<file path="config.mk">
export PLATFORM = sky130hd
export DESIGN_NAME = seg_display_mux_flat
export DESIGN_NICKNAME = d
export VERILOG_FILES = /design/src/rtl/seg_display_mux_pkg.sv /design/src/rtl/seg_display_mux_if.sv /design/src/rtl/seg_display_mux_decode.sv /design/src/rtl/seg_display_mux.sv /design/src/flat_wrapper.sv
export SDC_FILE = /design/constraint.sdc
export NUM_CORES = 1
export LEC_CHECK = 0
export BUFFER_PORTS_ARGS = -buffer_cell sky130_fd_sc_hd__buf_2
export CORE_UTILIZATION = 50
export DETAILED_ROUTE_END_ITERATION = 10
export GPL_ROUTABILITY_DRIVEN = 0
export PLACE_DENSITY = 0.67
export SETUP_SLACK_MARGIN = 0.02
export SYNTH_ARGS = -nofsm -noshare
export SYNTH_HDL_FRONTEND = slang
export SYNTH_SLANG_ARGS = --single-unit
</file>
<file path="constraint.sdc">
create_clock -name clk -period 5.4 [get_ports clk]
set_input_delay 0.81 -clock clk [delete_from_list [all_inputs] [get_ports clk]]
set_output_delay 0.81 -clock clk [all_outputs]
set_load 0.02 [all_outputs]
</file>
<file path="src/rtl/seg_display_mux_pkg.sv">
// Shared types and segment patterns for the multiplexed seven-segment driver.
// Segment patterns are active-low, bit6 = a ... bit0 = g.
package seg_pkg;

    typedef enum logic [1:0] {
        LOAD  = 2'd0,
        GUARD = 2'd1,
        DRIVE = 2'd2
    } state_t;

    localparam logic [6:0] SEG_BLANK = 7'h7F;

    localparam logic [6:0] SEG_0 = 7'b0000001;
    localparam logic [6:0] SEG_1 = 7'b1001111;
    localparam logic [6:0] SEG_2 = 7'b0010010;
    localparam logic [6:0] SEG_3 = 7'b0000110;
    localparam logic [6:0] SEG_4 = 7'b1001100;
    localparam logic [6:0] SEG_5 = 7'b0100100;
    localparam logic [6:0] SEG_6 = 7'b0100000;
    localparam logic [6:0] SEG_7 = 7'b0001111;
    localparam logic [6:0] SEG_8 = 7'b0000000;
    localparam logic [6:0] SEG_9 = 7'b0001100;
    localparam logic [6:0] SEG_A = 7'b0001000;
    localparam logic [6:0] SEG_B = 7'b1100000;
    localparam logic [6:0] SEG_C = 7'b0110001;
    localparam logic [6:0] SEG_D = 7'b1000010;
    localparam logic [6:0] SEG_E = 7'b0110000;
    localparam logic [6:0] SEG_F = 7'b0111000;

endpackage

</file>
<file path="src/rtl/seg_display_mux_if.sv">
// Bundle between the datapath (master) and the display driver (slave):
// digit/point/blank requests in, segment and anode pins out.
interface seg_display_mux_if #(
    parameter int NUM_DIGITS = 4
);
    logic [4*NUM_DIGITS-1:0] digits_in;
    logic [NUM_DIGITS-1:0]   dp_in;
    logic [NUM_DIGITS-1:0]   blank_in;
    logic                    lz_suppress;
    logic [6:0]              segs;
    logic                    dp_n;
    logic [NUM_DIGITS-1:0]   an_n;
    logic                    frame_start;

    modport master (
        output digits_in, dp_in, blank_in, lz_suppress,
        input  segs, dp_n, an_n, frame_start
    );

    modport slave (
        input  digits_in, dp_in, blank_in, lz_suppress,
        output segs, dp_n, an_n, frame_start
    );
endinterface

</file>
<file path="src/rtl/seg_display_mux_decode.sv">
// Nibble to active-low seven-segment pattern; 10-15 blank unless hex_en is set.
module seg_decode
    import seg_pkg::*;
(
    input  logic [3:0] nibble,
    input  logic       hex_en,
    output logic [6:0] segs
);

    always_comb begin
        segs = SEG_BLANK;
        case (nibble)
            4'h0: segs = SEG_0;
            4'h1: segs = SEG_1;
            4'h2: segs = SEG_2;
            4'h3: segs = SEG_3;
            4'h4: segs = SEG_4;
            4'h5: segs = SEG_5;
            4'h6: segs = SEG_6;
            4'h7: segs = SEG_7;
            4'h8: segs = SEG_8;
            4'h9: segs = SEG_9;
            4'hA: segs = hex_en ? SEG_A : SEG_BLANK;
            4'hB: segs = hex_en ? SEG_B : SEG_BLANK;
            4'hC: segs = hex_en ? SEG_C : SEG_BLANK;
            4'hD: segs = hex_en ? SEG_D : SEG_BLANK;
            4'hE: segs = hex_en ? SEG_E : SEG_BLANK;
            4'hF: segs = hex_en ? SEG_F : SEG_BLANK;
        endcase
    end

endmodule

</file>
<file path="src/rtl/seg_display_mux.sv">
// Time-multiplexed common-anode display driver: latch inputs once per frame,
// then scan digits with an all-off guard interval before each one.
module seg_display_mux
    import seg_pkg::*;
#(
    parameter int NUM_DIGITS   = 4,
    parameter int DIV_CYCLES   = 100000,
    parameter int GUARD_CYCLES = 64,
    parameter bit HEX_EN       = 1'b1
) (
    input  logic             clk,
    input  logic             reset_n,
    seg_display_mux_if.slave bus
);

    localparam int MAX_CYC = (DIV_CYCLES > GUARD_CYCLES) ? DIV_CYCLES : GUARD_CYCLES;
    localparam int CNT_W   = (MAX_CYC > 1) ? $clog2(MAX_CYC) : 1;
    localparam int IDX_W   = (NUM_DIGITS > 1) ? $clog2(NUM_DIGITS) : 1;

    localparam logic [CNT_W-1:0] GUARD_LAST = CNT_W'(GUARD_CYCLES - 1);
    localparam logic [CNT_W-1:0] DIV_LAST   = CNT_W'(DIV_CYCLES - 1);
    localparam logic [IDX_W-1:0] IDX_LAST   = IDX_W'(NUM_DIGITS - 1);

    localparam logic [1:0] ST_LOAD  = LOAD;
    localparam logic [1:0] ST_GUARD = GUARD;
    localparam logic [1:0] ST_DRIVE = DRIVE;

    if (NUM_DIGITS < 1) begin : g_bad_num_digits
        $error("NUM_DIGITS must be >= 1");
    end
    if (DIV_CYCLES < 1) begin : g_bad_div_cycles
        $error("DIV_CYCLES must be >= 1");
    end
    if (GUARD_CYCLES < 1) begin : g_bad_guard_cycles
        $error("GUARD_CYCLES must be >= 1");
    end

    logic [1:0]              state_reg, state_next;
    logic [CNT_W-1:0]        cnt_reg, cnt_next;
    logic [IDX_W-1:0]        idx_reg, idx_next;
    logic                    load_fire;

    logic [4*NUM_DIGITS-1:0] shadow_digits_reg;
    logic [NUM_DIGITS-1:0]   shadow_dp_reg;
    logic [NUM_DIGITS-1:0]   shadow_blank_reg;
    logic                    shadow_lz_reg;

    logic [6:0]              segs_reg;
    logic                    dp_n_reg;
    logic [NUM_DIGITS-1:0]   an_n_reg;
    logic                    frame_start_reg;

    // A digit is leading-zero blanked when it and every digit above it are zero.
    logic [NUM_DIGITS-1:0] nz;
    logic [NUM_DIGITS-1:0] nz_from_top;
    logic [NUM_DIGITS-1:0] lz_mask;

    for (genvar gi = 0; gi < NUM_DIGITS; gi++) begin : g_lz
        assign nz[gi] = |shadow_digits_reg[4*gi +: 4];
        if (gi == NUM_DIGITS - 1) begin : g_top
            assign nz_from_top[gi] = nz[gi];
        end else begin : g_rest
            assign nz_from_top[gi] = nz[gi] | nz_from_top[gi+1];
        end
        if (gi == 0) begin : g_d0
            assign lz_mask[gi] = 1'b0;
        end else begin : g_dn
            assign lz_mask[gi] = shadow_lz_reg & ~nz_from_top[gi];
        end
    end

    // LOAD with frame_start low is the post-reset hold: take one more cycle so
    // the first cycle after release is a real LOAD with frame_start high.
    always_comb begin
        state_next = state_reg;
        idx_next   = idx_reg;
        load_fire  = 1'b0;
        case (state_reg)
            ST_LOAD: begin
                idx_next = '0;
                if (frame_start_reg) begin
                    state_next = ST_GUARD;
                    load_fire  = 1'b1;
                end
            end
            ST_GUARD: begin
                if (cnt_reg == GUARD_LAST) state_next = ST_DRIVE;
            end
            ST_DRIVE: begin
                if (cnt_reg == DIV_LAST) begin
                    if (idx_reg == IDX_LAST) begin
                        state_next = ST_LOAD;
                    end else begin
                        idx_next   = idx_reg + 1'b1;
                        state_next = ST_GUARD;
                    end
                end
            end
            default: state_next = ST_LOAD;
        endcase
        cnt_next = (state_next != state_reg) ? '0 : cnt_reg + 1'b1;
    end

    logic [3:0] sel_nibble;
    logic [6:0] dec_segs;
    logic       sel_blank;

    assign sel_nibble = shadow_digits_reg[{idx_next, 2'b00} +: 4];
    assign sel_blank  = shadow_blank_reg[idx_next] | lz_mask[idx_next];

    seg_decode u_decode (
        .nibble (sel_nibble),
        .hex_en (HEX_EN),
        .segs   (dec_segs)
    );

    always_ff @(posedge clk) begin
        if (!reset_n) begin
            state_reg         <= ST_LOAD;
            cnt_reg           <= '0;
            idx_reg           <= '0;
            shadow_digits_reg <= '0;
            shadow_dp_reg     <= '0;
            shadow_blank_reg  <= '0;
            shadow_lz_reg     <= 1'b0;
            segs_reg          <= SEG_BLANK;
            dp_n_reg          <= 1'b1;
            an_n_reg          <= '1;
            frame_start_reg   <= 1'b0;
        end else begin
            state_reg       <= state_next;
            cnt_reg         <= cnt_next;
            idx_reg         <= idx_next;
            frame_start_reg <= (state_next == ST_LOAD);
            if (load_fire) begin
                shadow_digits_reg <= bus.digits_in;
                shadow_dp_reg     <= bus.dp_in;
                shadow_blank_reg  <= bus.blank_in;
                shadow_lz_reg     <= bus.lz_suppress;
            end
            // Outputs follow the state being entered on this edge.
            if (state_next == ST_DRIVE) begin
                an_n_reg <= ~(NUM_DIGITS'(1) << idx_next);
                segs_reg <= sel_blank ? SEG_BLANK : dec_segs;
                dp_n_reg <= ~shadow_dp_reg[idx_next];
            end else begin
                an_n_reg <= '1;
                segs_reg <= SEG_BLANK;
                dp_n_reg <= 1'b1;
            end
        end
    end

    assign bus.segs        = segs_reg;
    assign bus.dp_n        = dp_n_reg;
    assign bus.an_n        = an_n_reg;
    assign bus.frame_start = frame_start_reg;

endmodule

</file>
<file path="src/flat_wrapper.sv">
// flat-port wrapper written by rule: the top's interface ports become plain ports
module seg_display_mux_flat import seg_pkg::*;
#(
    parameter int NUM_DIGITS   = 4,
    parameter int DIV_CYCLES   = 100000,
    parameter int GUARD_CYCLES = 64,
    parameter bit HEX_EN       = 1'b1
)
  (clk, reset_n, bus_digits_in, bus_dp_in, bus_blank_in, bus_lz_suppress, bus_segs, bus_dp_n, bus_an_n, bus_frame_start);
  seg_display_mux_if #(.NUM_DIGITS(NUM_DIGITS)) bus_i ();
  input  logic clk;
  input  logic reset_n;
  input wire logic [$bits(bus_i.digits_in)-1:0] bus_digits_in;
  input wire logic [$bits(bus_i.dp_in)-1:0] bus_dp_in;
  input wire logic [$bits(bus_i.blank_in)-1:0] bus_blank_in;
  input wire logic [$bits(bus_i.lz_suppress)-1:0] bus_lz_suppress;
  output wire logic [$bits(bus_i.segs)-1:0] bus_segs;
  output wire logic [$bits(bus_i.dp_n)-1:0] bus_dp_n;
  output wire logic [$bits(bus_i.an_n)-1:0] bus_an_n;
  output wire logic [$bits(bus_i.frame_start)-1:0] bus_frame_start;
  assign bus_i.digits_in = bus_digits_in;
  assign bus_i.dp_in = bus_dp_in;
  assign bus_i.blank_in = bus_blank_in;
  assign bus_i.lz_suppress = bus_lz_suppress;
  assign bus_segs = bus_i.segs;
  assign bus_dp_n = bus_i.dp_n;
  assign bus_an_n = bus_i.an_n;
  assign bus_frame_start = bus_i.frame_start;
  seg_display_mux #(.NUM_DIGITS(NUM_DIGITS), .DIV_CYCLES(DIV_CYCLES), .GUARD_CYCLES(GUARD_CYCLES), .HEX_EN(HEX_EN)) u_core (.clk(clk), .reset_n(reset_n), .bus(bus_i));
endmodule
</file>
; ---- After elaboration in Yosys (flattened, before gate mapping)
; Cells that the tools add are included.
[word_totals]
register_bits = 59
inputBits = 27
output_inout_bits = 13
wordCells = 77
[classes]
add_sub_neg = 2
order_cmp = 1
eq_ne = 22
shift = 2
mux = 17
bitwise_logic = 13
n_reduce_logical = 9
[ops]
columns = cell, n
row1 = 7-bit case mux with 16 select lines, 1
row2 = "4-bit equality test, second input constant", 8
row3 = "17-bit by 1-bit adder with 17-bit output, second input constant", 1
row4 = "17-bit equality test, second input constant", 1
row5 = "17-bit by 6-bit equality test with 1-bit output, second input constant", 1
row6 = "4-bit by 3-bit equality test with 1-bit output, second input constant", 4
row7 = 16-bit by 5-bit variable part select with 4-bit output, 1
row8 = 4-bit OR reduction, 3
row9 = 2-bit two-way mux, 5
row10 = "4-bit by 2-bit equality test with 1-bit output, second input constant", 2
row11 = 1-bit binary-select mux with 2-bit select, 3
row12 = "2-bit equality test, second input constant", 3
row13 = 1-bit two-way mux, 6
row14 = 1-bit NOT, 6
row15 = 2-bit case mux with 3 select lines, 1
row16 = "4-bit by 1-bit equality test with 1-bit output, second input constant", 1
row17 = 2-bit logical NOT, 2
row18 = 4-bit logical NOT, 1
row19 = 4-bit NOT, 1
row20 = 2-bit case mux with 2 select lines, 1
row21 = "1-bit by 2-bit << shifter with 4-bit output, first input constant", 1
row22 = 1-bit AND, 3
row23 = "2-bit by 3-bit < comparator with 1-bit output, second input constant", 1
row24 = 1-bit OR, 3
row25 = 6 further kinds, 6

; ---- Logic depth before layout (Yosys ltp)
[logic_depth]
depth_word = 9
ltp_mapped = 10

; ---- Cells and area by module
; Synthesis repeated with hierarchy kept, for this count alone.
[hier_totals]
cells_unflattened = 350
area_unflattened_um2 = 2884.0
[by_module_without_submodules]
columns = mod, n_inst, cells_per_inst, area_per_inst_um2, seq_area_each_um2
row1 = seg_display_mux, 1, 304, 2578.7, 1181.1
row2 = seg_decode, 1, 46, 305.3, 0.0

; ---- Worst setup path before layout
; OpenSTA, ideal clock, no wires.
[synth_timing]
path_type = reg-to-reg
startpoint = reg u_core.cnt_reg[0]
endpoint = reg u_core.segs_reg[6], in the netlist u_core.bus.segs[6]
t_arrival_ps = 2205
required_time_ps = 5264
slack_ps = 3059
path_stages_with_launch = 11
synth_period_minus_slack_ps = 2341
path_cell_list = dfxtp_1 > ha_1 > and4_1 > and4_4 > mux2_4 > or2_1 > and3_1 > buf_2 > xnor2_1 > a21oi_1 > o211ai_1
[synth_via]
elab_chain_cells = 7
elab_cells_between_ends = 33
cone_classes = 18 x eq/ne / 1 x shift / 10 x mux / 2 x bitwise / 2 x reduce/logical
[synth_rtl]
columns = element, line
row1 = "start, declared", seg_display_mux.sv:39  ; logic [CNT_W-1:0] cnt_reg, cnt_next;
row2 = "start signal, assigned", seg_display_mux.sv:132  ; cnt_reg <= cnt_next;
row3 = "parallel branches: the longest is 7 deep, another holds 17-bit equality test", -
row4 = "end signal, assigned", seg_display_mux.sv:144  ; segs_reg <= sel_blank ? SEG_BLANK : dec_segs;
row5 = "end, declared", seg_display_mux.sv:48  ; logic [6:0] segs_reg;
; Parallel ways; which one is timed is not known. The select of a mux whose other input is x is not followed.
; A chain may end at the register's enable or synchronous reset.

; ---- Worst setup path in the final report
[layout_timing]
startpoint = reg u_core.cnt_reg[0]
endpoint = reg u_core.segs_reg[3], in the netlist u_core.bus.segs[3]
; Same word-level chain as after synthesis.

==> flow_summary.json <==
{
  "status": "finished, final reports clean",
  "worst_slack_ns": 2.73,
  "setup_violations": 0,
  "final.period_utilization_pct": 49.5,
  "cp.arrival_ns": 2.88,
  "numCtsBuffers": 9,
  "skew_ns": 0.00610,
  "grt_pass1_wl_um": 10400,
  "path_class": "reg -> reg",
  "synth_top_cell_by_area": "dfxtp_1",
  "whs_ns": 0.458,
  "ir_drop_uv": 173,
  "p_leak_nw": 1.20,
  "syn_to_final_growth_pct": 13.4,
  "die_x_um": 77.8,
  "netlist-cell-type-count": 56,
  "drive_above_1_share_pct": 16.7,
  "end_kind": "flip-flop",
  "nFillCells": 520,
  "routed_wl_um": 6150,
  "core_um2": 5510,
  "clk_pin_slew_ns": 0.06,
  "synth_top_cells_by_count": "77 x nand2_1, 59 x dfxtp_1, 31 x nor2_1",
  "diodes": 0,
  "ys_seq_elements": 59,
  "overflow": 0,
  "max-cap-violations": 0,
  "cts_root_buf": "clkbuf_8",
  "grt_start_max_net_pins": 31,
  "drv_slew": 0,
  "setup_tns_ns": 0,
  "rr_endpoint": "u_core.bus.segs[3]",
  "worst_pin_slew_ns": 1.23,
  "grt_use_total_pct": 22.0,
  "rsz0062_at_grt": "false",
  "vias": 2506,
  "clk_latency_ns": 0.33,
  "holdPathEnd": "u_core.cnt_reg[0]",
  "final_core_util_pct": 59.2,
  "synth.area.top_cells": "dfxtp_1 41%, nand2_1 10%, a21boi_0 6.5%, nor2_1 4.0%, xor2_1 3.4%",
  "rows": 27,
  "wl_per_cell_um": 13.3,
  "dp_hpwl_um": 4390,
  "powerDensity_nw_per_um2": 291,
  "via_per_inst": 5.42,
  "crit_required_ns": 5.61,
  "synth_edf_count": 0,
  "grt_pass1_vias": 2225,
  "cts_buffer_depth": 2,
  "multi_input_area_um2": 1580,
  "cp_max_fo": 10,
  "ant_nets": 0,
  "regArea_um2": 1180,
  "post-place-ws_ns": 2.75,
  "initial_core_util_pct": 52.2,
  "cts_tree": "built",
  "synthFlopType": "dfxtp_1",
  "drcViolationCount": 0,
  "dieArea_um2": 6060,
  "h-tree-depth": 3,
  "rrSetupSlack_ns": 2.73,
  "drtIter0Drc": 108,
  "clock.fmax_ghz": 0.374,
  "period_needed_ns": 2.67,
  "yosysSeqAreaShare_pct": 41.1,
  "hold_viol": 0,
  "ioPinCount": 40,
  "nets": 414,
  "postCtsSetupRepairBufs": 0,
  "synth_top_area_share_pct": 41.1,
  "syn_nets": 382,
  "dieHeight_um": 77.8,
  "instances_no_fill": 462,
  "grt_antenna_before_repair": 0,
  "netlist_instances": 354,
  "clock_sinks": 59,
  "largest_reg_flops": 17,
  "hold_path_class": "reg -> reg",
  "holdPathStages": 1,
  "place_inst": 447,
  "async_reset_ff_share_pct": 0,
  "holdCritStartpoint": "u_core.cnt_reg[0]",
  "relSlewSlack_pct": 17.2,
  "worstReg2RegStart": "u_core.cnt_reg[0]",
  "port_buffers": 39,
  "synth_warnings": 0,
  "first_pass_iters": 4,
  "synthesis.area_um2": 2870,
  "r2r_cells": 9,
  "cts_resized": 0,
  "start_kind": "flip-flop",
  "synth.most_common_cell": "nand2_1",
  "synth_area_per_cell_um2": 8.12,
  "cts_hold_buf": 0
}
final cells by class:
type,instances,share of cell area [%]
Tap cell,72,2.76
Clock buffer,13,5.18
Clock inverter,2,0.307
Sequential cell,59,36.2
Multi-Input combinational cell,268,48.5
Inverter,9,1.04
Timing Repair Buffer,39,5.99
report_power, final:
group | switching, mW | total (mW) | leakage, nW | internal [mW]
Clock | 0.162 | 0.362 | 0.0953 | 0.200
Combinational | 0.0659 | 0.109 | 0.621 | 0.0435
Sequential | 0.0212 | 0.477 | 0.480 | 0.456
through the flow:
stage          area, um2  power (mW)
4_1_cts             3260       0.957
2_1_floorplan       2870       0.568
3_5_place_dp        3080       0.597
6_report            3260       0.949
5_1_grt             3260       0.997
3_3_place_gp        3080       0.594
critical path, cell delays in order (launching register included):
cell and delay [ns]:
dfxtp_1 0.36, ha_1 0.21, and4_1 0.32, nand4_4 0.19, mux2i_2 0.32, o22ai_1 0.11, or3_1 0.50, and2_4 0.25
a211oi_2 0.20, o21ai_1 0.09
routing by layer:
metal | track usage [%] | vias up | wire length, um
li1 | - | 1285 | -
met1 | 29.9 | 1139 | 3000
met2 | 33.4 | 75 | 2690
met3 | 3.65 | 7 | 394
met4 | 11.1 | 0 | 65
met5 | 0 | - | 0
how the worst max path moves through the flow:
stage                     slack (ns)                 from                  to
after global placement          2.77    u_core.cnt_reg[0]  u_core.bus.segs[3]
after CTS                       2.74    u_core.cnt_reg[0]   u_core.cnt_reg[6]
after global routing            2.45  u_core.state_reg[0]   u_core.cnt_reg[6]
after detailed placement        2.75    u_core.cnt_reg[0]   u_core.cnt_reg[6]
final                           2.73    u_core.cnt_reg[0]  u_core.bus.segs[3]
after floorplan                 3.06    u_core.cnt_reg[0]  u_core.bus.segs[6]
placed cells by master (no fill, tap or decap), types with 3 or more instances in the layout:
master	count
nand3_1	14
clkbuf_8	12
nor2b_1	5
a21boi_0	25
nor3_1	9
nand2_1	77
and2_1	5
xnor2_1	5
o21ai_1	5
o211ai_1	4
and3_1	5
a21oi_1	12
nand2b_1	7
xor2_1	11
dfxtp_1	59
nand4_1	3
nor4_1	5
o21ai_0	5
buf_2	39
nor2_1	31
inv_1	9
logic make-up after synthesis:
logic type      Yosys count  share of synthesized area (%)
simple gates            176                           30.6
flops                    59                           41.1
fa+ha+maj                 1                          0.435
buf+inv                  27                           3.92
mux                       3                           1.39
xor+xnor                 16                           4.88
compound gates           72                           17.7
No activity file was read; power rests on OpenSTA's default activity.
